**config.mk**
```make
export PLATFORM = sky130hd
export DESIGN_NAME = blockram_access_ctrl
export DESIGN_NICKNAME = d
export VERILOG_FILES = /design/src/rtl/blockram_access_ctrl_pkg.sv /design/src/rtl/blockram_access_ctrl_response_fifo.sv /design/src/rtl/blockram_access_ctrl.sv
export SDC_FILE = /design/constraint.sdc
export NUM_CORES = 1
export LEC_CHECK = 0
export CORE_MARGIN = 10
export CORE_UTILIZATION = 40
export CTS_CLUSTER_SIZE = 40
export DETAILED_ROUTE_END_ITERATION = 8
export PLACE_DENSITY = 0.87
export SLEW_MARGIN = 40
export SYNTH_ARGS = -nofsm -noshare
export SYNTH_HDL_FRONTEND = slang
export SYNTH_SLANG_ARGS = --single-unit
```
**constraint.sdc**
```tcl
create_clock -name clk_in -period 5.6 [get_ports clk_in]
set_input_delay 0.56 -clock clk_in [delete_from_list [all_inputs] [get_ports clk_in]]
set_output_delay 0.56 -clock clk_in [all_outputs]
set_load 0.02 [all_outputs]
```
**src/rtl/blockram_access_ctrl_pkg.sv**
```systemverilog
// Shared constants and FSM encoding for the block RAM request front-end.
// Byte lane width, response buffer depth and controller states live here.
package blockram_access_ctrl_pkg;

    localparam int unsigned BYTE_LEN_IN_BITS = 8;
    localparam int unsigned RESP_BUF_DEPTH   = 2;

    typedef enum logic [1:0] {
        ST_RESET = 2'd0,
        ST_INIT  = 2'd1,
        ST_READY = 2'd2
    } ctrl_state_e;

endpackage

```
**src/rtl/blockram_access_ctrl_response_fifo.sv**
```systemverilog
// Two-deep response buffer holding {set address, read data} pairs.
// Slot 0 is always the head, so the head is stable until it is popped.
module response_fifo_2entry
    import blockram_access_ctrl_pkg::*;
#(
    parameter int unsigned ADDR_W = 6,
    parameter int unsigned DATA_W = 64
) (
    input  logic              clk,
    input  logic              rst_n,
    input  logic              push,
    input  logic [ADDR_W-1:0] push_addr,
    input  logic [DATA_W-1:0] push_data,
    input  logic              pop,
    output logic              valid,
    output logic [ADDR_W-1:0] head_addr,
    output logic [DATA_W-1:0] head_data,
    output logic [1:0]        occupancy
);

    localparam int unsigned ENTRY_W = ADDR_W + DATA_W;

    logic [ENTRY_W-1:0] slot0;
    logic [ENTRY_W-1:0] slot1;
    logic [ENTRY_W-1:0] entry_in;
    logic [1:0]         count;
    logic               pop_ok;
    logic               push_ok;

    assign entry_in = {push_addr, push_data};
    assign pop_ok   = pop && (count != 2'd0);
    assign push_ok  = push && ((count != 2'(RESP_BUF_DEPTH)) || pop_ok);

    always_ff @(posedge clk or negedge rst_n) begin
        if (!rst_n) begin
            slot0 <= '0;
            slot1 <= '0;
            count <= '0;
        end else begin
            case ({push_ok, pop_ok})
                2'b10: begin
                    if (count == 2'd0) slot0 <= entry_in;
                    else               slot1 <= entry_in;
                    count <= count + 2'd1;
                end
                2'b01: begin
                    slot0 <= slot1;
                    count <= count - 2'd1;
                end
                2'b11: begin
                    // Pop and push together: the new entry lands behind whatever remains.
                    if (count == 2'd1) begin
                        slot0 <= entry_in;
                    end else begin
                        slot0 <= slot1;
                        slot1 <= entry_in;
                    end
                end
                default: ;
            endcase
        end
    end

    assign valid     = (count != 2'd0);
    assign head_addr = slot0[ENTRY_W-1:DATA_W];
    assign head_data = slot0[DATA_W-1:0];
    assign occupancy = count;

endmodule

```
**src/rtl/blockram_access_ctrl.sv**
```systemverilog
// Valid/ready request front-end for a single-port block RAM with a 2-entry read response buffer.
// Define BLOCKRAM_INIT_EN to zero every set after reset before traffic is accepted.
module blockram_access_ctrl
    import blockram_access_ctrl_pkg::*;
#(
    parameter int unsigned SINGLE_ENTRY_SIZE_IN_BITS = 64,
    parameter int unsigned NUM_SET                   = 64,
    parameter int unsigned SET_PTR_WIDTH_IN_BITS     = $clog2(NUM_SET),
    parameter int unsigned WRITE_MASK_LEN            = SINGLE_ENTRY_SIZE_IN_BITS / BYTE_LEN_IN_BITS
) (
    input  logic                                 clk_in,
    input  logic                                 reset_n_in,
    input  logic                                 request_valid_in,
    output logic                                 request_ready_out,
    input  logic                                 request_write_in,
    input  logic [WRITE_MASK_LEN-1:0]            request_write_mask_in,
    input  logic [SET_PTR_WIDTH_IN_BITS-1:0]     request_set_addr_in,
    input  logic [SINGLE_ENTRY_SIZE_IN_BITS-1:0] request_write_data_in,
    output logic                                 response_valid_out,
    input  logic                                 response_ready_in,
    output logic [SINGLE_ENTRY_SIZE_IN_BITS-1:0] response_data_out,
    output logic [SET_PTR_WIDTH_IN_BITS-1:0]     response_set_addr_out,
    output logic                                 access_en_out,
    output logic [WRITE_MASK_LEN-1:0]            write_en_out,
    output logic [SET_PTR_WIDTH_IN_BITS-1:0]     access_set_addr_out,
    output logic [SINGLE_ENTRY_SIZE_IN_BITS-1:0] write_entry_out,
    input  logic [SINGLE_ENTRY_SIZE_IN_BITS-1:0] read_entry_in,
    output logic                                 init_done_out
);

    ctrl_state_e                      state_q;
    ctrl_state_e                      state_d;
    logic                             init_done_q;
    logic                             inflight_q;
    logic [SET_PTR_WIDTH_IN_BITS-1:0] inflight_addr_q;
    logic [1:0]                       occupancy;
    logic                             resp_pop;
    logic [2:0]                       credit_used;
    logic                             read_credit;
    logic                             accept;
    logic                             accept_read;

`ifdef BLOCKRAM_INIT_EN
    logic [SET_PTR_WIDTH_IN_BITS-1:0] init_set_q;
    logic                             init_last;

    assign init_last = (init_set_q == SET_PTR_WIDTH_IN_BITS'(NUM_SET - 1));
`endif

    // Buffered responses plus the read still coming out of the RAM must fit in the buffer.
    assign resp_pop          = response_valid_out && response_ready_in;
    assign credit_used       = {1'b0, occupancy} + {2'b00, inflight_q} - {2'b00, resp_pop};
    assign read_credit       = (credit_used < 3'(RESP_BUF_DEPTH));
    assign request_ready_out = (state_q == ST_READY) && (request_write_in || read_credit);
    assign accept            = request_valid_in && request_ready_out;
    assign accept_read       = accept && !request_write_in;

    always_comb begin
        state_d = state_q;
        case (state_q)
`ifdef BLOCKRAM_INIT_EN
            ST_RESET: state_d = ST_INIT;
            ST_INIT:  if (init_last) state_d = ST_READY;
`else
            ST_RESET: state_d = ST_READY;
            ST_INIT:  state_d = ST_READY;
`endif
            ST_READY: state_d = ST_READY;
            default:  state_d = ST_RESET;
        endcase
    end

    always_comb begin
        access_en_out       = 1'b0;
        write_en_out        = '0;
        access_set_addr_out = '0;
        write_entry_out     = '0;
        if (accept) begin
            access_en_out       = 1'b1;
            write_en_out        = request_write_in ? request_write_mask_in : '0;
            access_set_addr_out = request_set_addr_in;
            write_entry_out     = request_write_data_in;
        end
`ifdef BLOCKRAM_INIT_EN
        if (state_q == ST_INIT) begin
            access_en_out       = 1'b1;
            write_en_out        = '1;
            access_set_addr_out = init_set_q;
            write_entry_out     = '0;
        end
`endif
    end

    always_ff @(posedge clk_in or negedge reset_n_in) begin
        if (!reset_n_in) begin
            state_q     <= ST_RESET;
            init_done_q <= 1'b0;
        end else begin
            state_q     <= state_d;
            init_done_q <= (state_d == ST_READY);
        end
    end

    always_ff @(posedge clk_in or negedge reset_n_in) begin
        if (!reset_n_in) begin
            inflight_q      <= 1'b0;
            inflight_addr_q <= '0;
        end else begin
            inflight_q <= accept_read;
            if (accept_read) inflight_addr_q <= request_set_addr_in;
        end
    end

`ifdef BLOCKRAM_INIT_EN
    always_ff @(posedge clk_in or negedge reset_n_in) begin
        if (!reset_n_in) begin
            init_set_q <= '0;
        end else if (state_q == ST_INIT) begin
            init_set_q <= init_last ? '0 : init_set_q + 1'b1;
        end
    end
`endif

    assign init_done_out = init_done_q;

    response_fifo_2entry #(
        .ADDR_W(SET_PTR_WIDTH_IN_BITS),
        .DATA_W(SINGLE_ENTRY_SIZE_IN_BITS)
    ) u_resp_fifo (
        .clk      (clk_in),
        .rst_n    (reset_n_in),
        .push     (inflight_q),
        .push_addr(inflight_addr_q),
        .push_data(read_entry_in),
        .pop      (resp_pop),
        .valid    (response_valid_out),
        .head_addr(response_set_addr_out),
        .head_data(response_data_out),
        .occupancy(occupancy)
    );

endmodule

```
==> results of run 1 <==
placed cells by master (no fill, tap or decap):
cell type	count
inv_8	5
nor2b_1	2
nand3_4	1
clkbuf_16	17
clkinv_4	1
buf_4	5
nor3_4	1
nand2_8	2
nand2b_1	1
xor2_1	1
nand3b_1	1
clkinv_2	1
a211oi_1	1
nand2_1	3
buf_8	1
nor2_2	1
clkinvlp_4	1
and3_1	1
inv_1	6
mux2_2	76
conb_1	1
xnor2_1	1
mux2i_1	72
fa_1	1
a21oi_1	73
clkdlybuf4s50_1	297
clkinv_8	1
ha_1	4
dfrtp_1	150
bufinv_16	2
inv_6	4
and2_1	78
nor2_1	73
kinds of logic (layout without fill, tap and decap cells):
group | count (synthesis) | count (layout) | synth area share, %
and+or+nand+nor | 164 | 164 | 12.31
DFF | 150 | 150 | 54.80
muxes | 148 | 148 | 23.02
AOI/OAI and AO/OA | 74 | 74 | 5.444
buffers and inverters | 43 | 341 | 3.087
adders and majority gates | 5 | 5 | 1.023
xor gates and xnor gates | 2 | 2 | 0.2558
other | 1 | 1 | 0.05475
routing by layer:
metal  wire [um]  vias up  global-route usage [%]
li1            -     2563                       -
met1        8158     2571                   20.39
met2        9985      177                   28.84
met3        1931       18                   7.667
met4         288        0                   4.716
met5           0        -                       0
layout make-up:
| class | count | area [um^2] | area share (%) |
|---|---|---|---|
| clock inverters | 15 | 188.9 | 1.779 |
| multi-input cells | 394 | 2927 | 27.56 |
| clock buffers | 17 | 425.4 | 4.007 |
| repair buffers | 303 | 3025 | 28.49 |
| flip-flops and latches | 150 | 3754 | 35.35 |
| well taps | 220 | 275.3 | 2.593 |
| inverters | 6 | 22.52 | 0.2121 |
state kept, by name, summed over array words and instances, names as in the netlist:
register,cells
init_done_out,1
inflight_addr_q,6
inflight_q,1
u_resp_fifo.occupancy,2
u_resp_fifo.slot1,70
u_resp_fifo.slot0,70
power by group through the flow:
| stage | clock, mW | combinational [mW] | sequential (mW) |
|---|---|---|---|
| 2_1_floorplan | 0 | 1.06 | 2.14 |
| 5_1_grt | 1.26 | 2.53 | 1.91 |
| 3_3_place_gp | 0 | 2.32 | 1.84 |
| 4_1_cts | 1.21 | 2.38 | 1.86 |
| 3_5_place_dp | 0 | 2.37 | 1.87 |
| 6_report | 1.18 | 2.34 | 1.85 |
per-stage QoR:
step,power (mW),hold slack [ns],cell area (um^2)
floorplan,3.199,0.2644,6849
global placement,4.158,0.4849,9982
detailed placement,4.239,0.4920,10000
CTS,5.447,0.1800,10620
global route,5.698,0.1903,10620
finish,5.377,0.1681,10620
worst paths after layout:
kind                       cells after the start                           endpoint                                  from
max                                           13                 write_entry_out[9]  u_resp_fifo.occupancy[1]$_DFFE_PN0P_
min                                            1  u_resp_fifo.slot0[14]$_DFFE_PN0P_                            reset_n_in
max reg2reg                                   11     inflight_addr_q[2]$_DFFE_PN0P_  u_resp_fifo.occupancy[1]$_DFFE_PN0P_
min reg2reg                                    1  u_resp_fifo.slot1[22]$_DFFE_PN0P_     u_resp_fifo.slot1[22]$_DFFE_PN0P_
max in group asynchronous                      2  u_resp_fifo.slot1[52]$_DFFE_PN0P_                            reset_n_in
min in group clk_in                            1  u_resp_fifo.slot1[22]$_DFFE_PN0P_     u_resp_fifo.slot1[22]$_DFFE_PN0P_
worst reg2reg max path: stages (launching register included):
cell      delay (ns)
dfrtp_1         0.44
inv_1           0.16
ha_1            0.20
nand2b_1        0.30
inv_1           0.21
ha_1            0.32
nor2b_1         0.05
fa_1            0.38
xor2_1          0.19
nand2_1         0.12
nor3_4          0.38
mux2_2          0.39
==> flow_summary_export.csv, run 1 <==
group,metric,value,unit
synthesis,yosys-top-cells-count,"150 x dfrtp_1, 78 x and2_1, 76 x mux2_2",
clock_tree,cts_tree,"done",
synthesis,synthArstFlopShare,100.0,%
worst_setup_path,critPathMaxStageDelay,0.62,ns
clock_tree,cts.sinks,150,
worst_setup_path,cp_slowest_cell,"clkdlybuf4s50_1",
layout,nFillCells,1288,
pwr,pwr-share-clk,22.0,%
synthesis,synth_area_leader_cell,"dfrtp_1",
detailed_routing,drc,0,
worst_setup_path,cp.required,5.04,ns
worst_setup_path,arrival,4.19,ns
detailed_routing,num_vias,5329,
clock_tree,cts_setup_buffers,0,
pwr,powerDensity,506.5,nW/um^2
placed_design,dp_cells,1073,
synthesis,yosysSeqAreaShare,54.80,%
floorplanning,placementRows,47,
synthesis,netlist.area_leader.share,54.80,%
hold_path,worstHoldPathType,"input pin to async pin",
clock_tree,clk_pin_slew,0.07,ns
clock_tree,numCtsBuffers,17,
pwr,seqPwrFrac,34.5,%
synthesis,synth_edf_count,0,
grt,grt_pass1_wl,31030,um
worst_setup_path,rrSetupSlack,2.36,ns
grt,antenna_found_initial,0,
timing,layout_worst_path_cycle_share,84.79,%
job,maxCapViolations,0,
floorplanning,dieArea,22760,um^2
synthesis,yosysMostFrequentCell,"dfrtp_1",
timing,clock.fmax,210.6,MHz
floorplanning,die_y,150.9,um
pwr,total_leakage_power,4.745,nW
worst_setup_path,start_kind,"flip-flop",
worst_setup_path,crit_path_end_kind,"primary output",
worst_setup_path,cp_num_buf_inv,4,
timing,worst_slew_pin_slew,0.7012,ns
grt,gr-total-overflow,0,
floorplanning,start_util,41.01,%
synthesis,synth_cells,587,
synthesis,syn-cell-area,6849,um^2
synthesis,synth.distinct_cells,25,
pwr,swShare,36.32,%
placed_design,io_buffers,298,
placed_design,dp_hpwl,15230,um
synthesis,ys_seq_elements,150,
synthesis,yosysWarnings,0,
worst_setup_path,worstSetupPathType,"flip-flop to primary output",
detailed_routing,firstDrtPassIters,4,
worst_setup_path,cp_top_family,"buffers and inverters",
layout,final_util,63.58,%
timing,tns,0,ns
clock_tree,cts-root-buf,"clkbuf_16",
timing,hold_viol_final,0,
grt,gr-usage-all-layers,17.50,%
clock_tree,cts_hold_buf,0,
timing,setup_viol,0,
pwr,internal-power,3.424,mW
placed_design,place_ws,1.101,ns
synthesis,ys.flop_type,"dfrtp_1",
synthesis,post_synth.cell_area_avg,11.67,um^2
detailed_routing,viasPerCell,4.823,
detailed_routing,drtIter0Drc,251,
floorplanning,io_pins,299,
detailed_routing,wl_per_cell,18.43,um
pwr,p_comb_share,43.5,%
clock_tree,cts_buffer_depth,2,
pwr,switchingPower,1.953,mW
synthesis,syn-num-nets,739,
detailed_routing,drtAntennaViolNets,0,
floorplanning,die_w,150.9,um
worst_setup_path,worstPathMaxFanout,71,
timing,slew_headroom,53.25,%
layout,layout-drive-gt1-share,13.45,%
synthesis,ys_top_cells_by_area,"dfrtp_1 55%, mux2_2 12%, mux2i_1 11%",
clock_tree,htree_levels,4,
layout,final_cell_count_no_fill,1105,
clock_tree,ctsResizeCount,0,
placed_design,globalplace.congestion,0.7916,
pwr,ir_drop,433.5,uV
worst_setup_path,cp_cell_sequence,"inv_1 > ha_1 > nand2b_1 > inv_1 > ha_1 > nor2b_1 > fa_1 > xor2_1 > a21oi_1 > nor2_2 > buf_4 > and2_1 > clkdlybuf4s50_1",
detailed_routing,routed_wirelength,20360,um
grt,grt_max_degree,102,
run_status,status,"completed",
floorplanning,coreArea,16700,um^2
layout,antenna_cells,0,
timing,maxSlewViolCount,0,
clock_tree,clock_latency,0.42,ns
timing,clock_skew,0.008796,ns
layout,area_growth,55.02,%
timing,finalCriticalPeriod,4.748,ns
timing,layout_setup_ws,0.8519,ns
layout,final_net_count,1024,
grt,grt_pass1_vias,5606,
timing,grt_setup_unrepaired,"no",
(Power assumes the default switching activity.)
==> run 2, diff against run 1 <==
--- a/config.mk
+++ b/config.mk
@@ -6,10 +6,10 @@
 export NUM_CORES = 1
 export LEC_CHECK = 0
 export CORE_MARGIN = 10
-export CORE_UTILIZATION = 40
+export CORE_UTILIZATION = 38
 export CTS_CLUSTER_SIZE = 40
 export DETAILED_ROUTE_END_ITERATION = 8
-export PLACE_DENSITY = 0.87
+export PLACE_DENSITY = 0.86
 export SLEW_MARGIN = 40
 export SYNTH_ARGS = -nofsm -noshare
 export SYNTH_HDL_FRONTEND = slang
==> constraint.sdc (replaced) <==
create_clock -name clk_in -period 4 [get_ports clk_in]
set_input_delay 0.4 -clock clk_in [delete_from_list [all_inputs] [get_ports clk_in]]
set_output_delay 0.4 -clock clk_in [all_outputs]
set_load 0.02 [all_outputs]
==> flow_summary_export.csv, run 2 (same netlist as run 1, synthesis figures left out) <==
group,metric,value,unit
grt,grt_max_degree,97,
placed_design,dp_cells,1085,
clock_tree,cts_tree,"done",
clock_tree,cts_hold_buf,0,
placed_design,io_buffers,298,
timing,grt_setup_unrepaired,"no",
clock_tree,clock_latency,0.42,ns
worst_setup_path,rrSetupSlack,1.10,ns
grt,gr-total-overflow,0,
job,maxCapViolations,0,
layout,nFillCells,1451,
placed_design,dp_hpwl,15740,um
floorplanning,io_pins,299,
pwr,pwr-share-clk,21.5,%
clock_tree,numCtsBuffers,17,
placed_design,globalplace.congestion,0.7355,
grt,antenna_found_initial,1,
timing,slew_headroom,52.82,%
clock_tree,htree_levels,4,
timing,layout_worst_path_cycle_share,93.49,%
timing,clock_skew,0.006182,ns
pwr,seqPwrFrac,35.0,%
layout,layout_common_cells,"226 x clkdlybuf4s50_1, 149 x dfrtp_1, 78 x and2_1",
timing,tns,0,ns
pwr,swShare,36.44,%
detailed_routing,drc,0,
floorplanning,die_y,154.3,um
grt,gr-usage-all-layers,17.23,%
floorplanning,coreArea,17840,um^2
detailed_routing,viasPerCell,4.774,
floorplanning,dieArea,23790,um^2
grt,grt_pass1_vias,5672,
run_status,violations,"hold timing",
timing,clock.fmax,267.4,MHz
pwr,powerDensity,711.3,nW/um^2
clock_tree,cts-root-buf,"clkbuf_16",
clock_tree,cts_buffer_depth,2,
layout,area_growth,53.45,%
floorplanning,placementRows,49,
timing,hold_viol_final,10,
hold_path,worstHoldPathType,"input pin to async pin",
run_status,status,"finished, violations left",
pwr,internal-power,4.751,mW
timing,worst_slew_pin_slew,0.7077,ns
worst_setup_path,arrival,3.34,ns
layout,multi_input_area,2914,um^2
layout,final_common_cell,"clkdlybuf4s50_1",
layout,final_cell_count_no_fill,1118,
detailed_routing,drtAntennaViolNets,0,
timing,fin_hold_ws,-0.01182,ns
worst_setup_path,r2r-start,"u_resp_fifo.occupancy[1]$_DFFE_PN0P_",
worst_setup_path,crit_path_end_kind,"primary output",
floorplanning,die_w,154.3,um
clock_tree,cts.sinks,150,
clock_tree,cts_setup_buffers,0,
worst_setup_path,worstPathMaxFanout,43,
floorplanning,start_util,38.39,%
pwr,total_leakage_power,4.860,nW
detailed_routing,drtIter0Drc,234,
grt,grt_pass1_wl,32530,um
pwr,switchingPower,2.725,mW
detailed_routing,num_vias,5337,
worst_setup_path,cp.required,3.60,ns
clock_tree,clk_pin_slew,0.06,ns
layout,final-seq-area,3755,um^2
pwr,p_comb_share,43.5,%
timing,finalCriticalPeriod,3.740,ns
detailed_routing,routed_wirelength,20940,um
worst_setup_path,worstSetupPathType,"flip-flop to primary output",
layout,final_net_count,1027,
layout,reg_top3,"u_resp_fifo.slot0 x70, u_resp_fifo.slot1 x70, inflight_addr_q x6",
detailed_routing,wl_per_cell,18.73,um
timing,maxSlewViolCount,0,
pwr,ir_drop,534.1,uV
timing,setup_viol,0,
layout,layout-drive-gt1-share,17.23,%
layout,final_util,58.91,%
worst_setup_path,r2r_end,"inflight_addr_q[0]$_DFFE_PN0P_",
worst_setup_path,r2r_cells,11,
worst_setup_path,start_kind,"flip-flop",
detailed_routing,firstDrtPassIters,6,
run 2: worst max-delay path by stage:
stage / startpoint / end / slack [ns]
after global placement: response_ready_in / access_set_addr_out[2] / 0.25
after detailed placement: response_ready_in / write_entry_out[28] / 0.20
after CTS: u_resp_fifo.occupancy[1]$_DFFE_PN0P_ / access_set_addr_out[5] / 0.02
after floorplan: u_resp_fifo.occupancy[1]$_DFFE_PN0P_ / access_set_addr_out[0] / 0.97
after global routing: u_resp_fifo.occupancy[1]$_DFFE_PN0P_ / access_set_addr_out[4] / 0.008
final: u_resp_fifo.occupancy[1]$_DFFE_PN0P_ / write_entry_out[45] / 0.26
run 2: power groups by stage:
stage	Clock, mW	Sequential (mW)	Combinational (mW)
finish	1.61	2.61	3.25
global route	1.71	2.71	3.52
CTS	1.64	2.62	3.30
detailed placement	0	2.63	3.33
global placement	0	2.59	3.26
floorplan	0	3.00	1.48
run 2: metrics by stage:
stage | total power, mW | instance area, um^2 | setup slack [ns]
3_3_place_gp | 5.851 | 10050 | 0.2451
5_1_grt | 7.934 | 10510 | 0.008018
6_report | 7.476 | 10510 | 0.2603
3_5_place_dp | 5.967 | 10050 | 0.1966
4_1_cts | 7.563 | 10560 | 0.01823
2_1_floorplan | 4.478 | 6849 | 0.9735
run 2: critical path: stages (launching register included):
cell	delay, ns
dfrtp_2	0.44
inv_1	0.13
ha_1	0.20
nand2b_1	0.14
inv_1	0.10
ha_1	0.29
nor2b_1	0.05
fa_1	0.37
xor2_1	0.16
a21oi_1	0.29
nor2_4	0.09
buf_12	0.17
and2_1	0.16
dlygate4sd2_1	0.32
run 2: repair_timing:
action / CTS / global route
gates cloned: 0 / 0
resized for setup: 72 / 99
endpoints found under the setup margin: 70 / 70
run 2: area by class of cell:
cell class	instances	area share (%)
Antenna cell	1	0.02381
Clock buffer	17	4.048
Clock inverter	15	1.607
Inverter	6	0.2143
Multi-Input combinational cell	394	27.73
Sequential cell	150	35.73
Tap cell	229	2.726
Timing Repair Buffer	306	27.93
run 2: layer usage:
layer | share of wire [%] | vias to the layer above | track usage, %
met1 | 40 | 2616 | 20.07
li1 | - | 2566 | -
met3 | 5.9 | 22 | 5.574
met5 | 0 | - | 0
met2 | 53 | 133 | 29.46
met4 | 1.6 | 0 | 5.308
==> run 3, diff against run 2 <==
==> constraint.sdc (replaced) <==
create_clock -name clk_in -period 4 [get_ports clk_in]
set_input_delay 0.4 -clock clk_in [delete_from_list [all_inputs] [get_ports clk_in]]
set_output_delay 0.4 -clock clk_in [all_outputs]
set_load 0.1 [all_outputs]
==> flow_summary_export.csv, run 3 (same netlist as run 1, synthesis figures left out) <==
group,metric,value,unit
floorplanning,die_y,154.3,um
clock_tree,clock_latency,0.42,ns
floorplanning,start_util,38.39,%
grt,gr-usage-all-layers,17.45,%
floorplanning,placementRows,49,
pwr,pwr-share-clk,15.1,%
layout,layout_common_cells,"150 x dfrtp_1, 145 x clkdlybuf4s50_1, 77 x and2_1",
clock_tree,htree_levels,4,
grt,grt_pass1_wl,32950,um
pwr,seqPwrFrac,25.8,%
placed_design,io_buffers,298,
detailed_routing,drc,0,
pwr,internal-power,4.500,mW
layout,final_common_cell,"dfrtp_1",
floorplanning,io_pins,299,
pwr,p_comb_share,59.1,%
layout,final_cell_count_no_fill,1120,
detailed_routing,firstDrtPassIters,4,
floorplanning,coreArea,17840,um^2
timing,layout_worst_path_cycle_share,92.39,%
grt,grt_pass1_vias,5623,
timing,setup_viol,0,
timing,slew_headroom,57.02,%
clock_tree,cts_buffer_depth,2,
detailed_routing,routed_wirelength,21570,um
grt,grt_max_degree,83,
detailed_routing,wl_per_cell,19.25,um
grt,gr-total-overflow,0,
pwr,swShare,55.19,%
worst_setup_path,r2r_end,"inflight_addr_q[3]$_DFFE_PN0P_",
worst_setup_path,worstPathMaxFanout,35,
worst_setup_path,r2r-start,"u_resp_fifo.occupancy[0]$_DFFE_PN0P_",
worst_setup_path,arrival,3.30,ns
worst_setup_path,rrSetupSlack,1.10,ns
worst_setup_path,start_kind,"flip-flop",
detailed_routing,drtIter0Drc,187,
clock_tree,cts-root-buf,"clkbuf_16",
worst_setup_path,cp.required,3.60,ns
timing,hold_viol_final,0,
placed_design,globalplace.congestion,0.8238,
pwr,ir_drop,946.0,uV
job,maxCapViolations,0,
detailed_routing,drtAntennaViolNets,0,
hold_path,worstHoldPathType,"input pin to async pin",
floorplanning,die_w,154.3,um
detailed_routing,num_vias,5365,
timing,clock.fmax,270.6,MHz
grt,antenna_found_initial,1,
pwr,switchingPower,5.542,mW
run_status,status,"completed",
detailed_routing,viasPerCell,4.790,
timing,maxSlewViolCount,0,
worst_setup_path,worstSetupPathType,"flip-flop to primary output",
pwr,powerDensity,911.3,nW/um^2
layout,reg_top3,"u_resp_fifo.slot0 x70, u_resp_fifo.slot1 x70, inflight_addr_q x6",
pwr,total_leakage_power,5.115,nW
placed_design,dp_cells,1084,
floorplanning,dieArea,23790,um^2
layout,layout-drive-gt1-share,31.24,%
timing,clock_skew,0.006833,ns
timing,grt_setup_unrepaired,"no",
layout,final_net_count,1029,
placed_design,dp_hpwl,16230,um
timing,finalCriticalPeriod,3.696,ns
clock_tree,cts.sinks,150,
worst_setup_path,r2r_cells,11,
worst_setup_path,crit_path_end_kind,"primary output",
layout,area_growth,60.89,%
timing,worst_slew_pin_slew,0.6446,ns
clock_tree,cts_tree,"done",
clock_tree,numCtsBuffers,17,
clock_tree,clk_pin_slew,0.07,ns
timing,tns,0,ns
-- run 3: cell count changes in the layout (fill, tap and decap cells not counted), sizes merged --
cell and change:
clkdlybuf4s50 -81, dlymetal6s2s -1, clkinv +2, clkinvlp -3, buf +152, clkdlybuf4s15 -35, clkbuf -29, bufinv -2
dlygate4sd3 +1, inv +3, dlygate4sd2 -5
-- run 3: layer usage --
metal  track usage, %  vias up  routed length [um]
met3            5.602       18                1132
met1            20.24     2655                8758
met2            30.64      130               11430
met5                0        -                   0
li1                 -     2562                   -
met4            3.869        0                 243
-- run 3: power groups by stage --
stage / combinational (mW) / clock [mW] / sequential (mW)
4_1_cts: 5.96 / 1.54 / 2.60
5_1_grt: 6.20 / 1.62 / 2.67
6_report: 5.94 / 1.51 / 2.59
3_5_place_dp: 5.94 / 0 / 2.61
2_1_floorplan: 1.99 / 0 / 5.18
3_3_place_gp: 6.20 / 0 / 2.59
-- run 3: critical path, stage by stage, from the launching register on --
cell	delay, ns
dfrtp_1	0.38
inv_1	0.09
ha_1	0.22
nand2b_2	0.24
inv_2	0.11
ha_1	0.23
nor2b_1	0.15
fa_1	0.43
inv_1	0.08
a21oi_1	0.11
nor2_4	0.18
clkbuf_16	0.24
and2_1	0.21
buf_12	0.19
-- run 3: worst max path at each step --
stage | startpoint | to | slack (ns)
after global routing | u_resp_fifo.occupancy[0]$_DFFE_PN0P_ | write_entry_out[10] | 0.07
after global placement | response_ready_in | access_set_addr_out[5] | 0.54
final | u_resp_fifo.occupancy[0]$_DFFE_PN0P_ | write_entry_out[49] | 0.30
after CTS | u_resp_fifo.occupancy[1]$_DFFE_PN0P_ | access_set_addr_out[5] | 0.06
after floorplan | u_resp_fifo.occupancy[1]$_DFFE_PN0P_ | access_set_addr_out[0] | 0.13
after detailed placement | response_ready_in | access_set_addr_out[5] | 0.44
-- run 3: cell type report --
cell class	instances	area, um^2
Antenna cell	1	2.502
Clock buffer	17	425.4
Clock inverter	15	132.6
Fill cell	1326	6822
Inverter	6	22.52
Multi-Input combinational cell	394	2919
Sequential cell	150	3754
Tap cell	229	286.5
Timing Repair Buffer	308	3477
-- run 3: stage by stage --
step	utilization [%]	power (mW)	hold WS, ns	setup slack [ns]	instance area (um^2)
6_report	61.76	10.04	0.4696	0.3044	11020
5_1_grt	61.75	10.49	0.4952	0.06546	11020
4_1_cts	61.54	10.10	0.4646	0.05583	10980
3_5_place_dp	58.36	8.555	0.3532	0.4439	10410
3_3_place_gp	60.22	8.793	0.4850	0.5400	10740
2_1_floorplan	-	7.174	0.1044	0.1262	6849
-- run 3: what timing repair did --
| action | CTS | global route |
|---|---|---|
| resized for setup | 0 | 3 |
| buffers inserted | 0 | 1 |
| setup endpoints to repair | 0 | 70 |
| hold endpoints to repair | 41 | 0 |
| hold buffers | 1 | 0 |
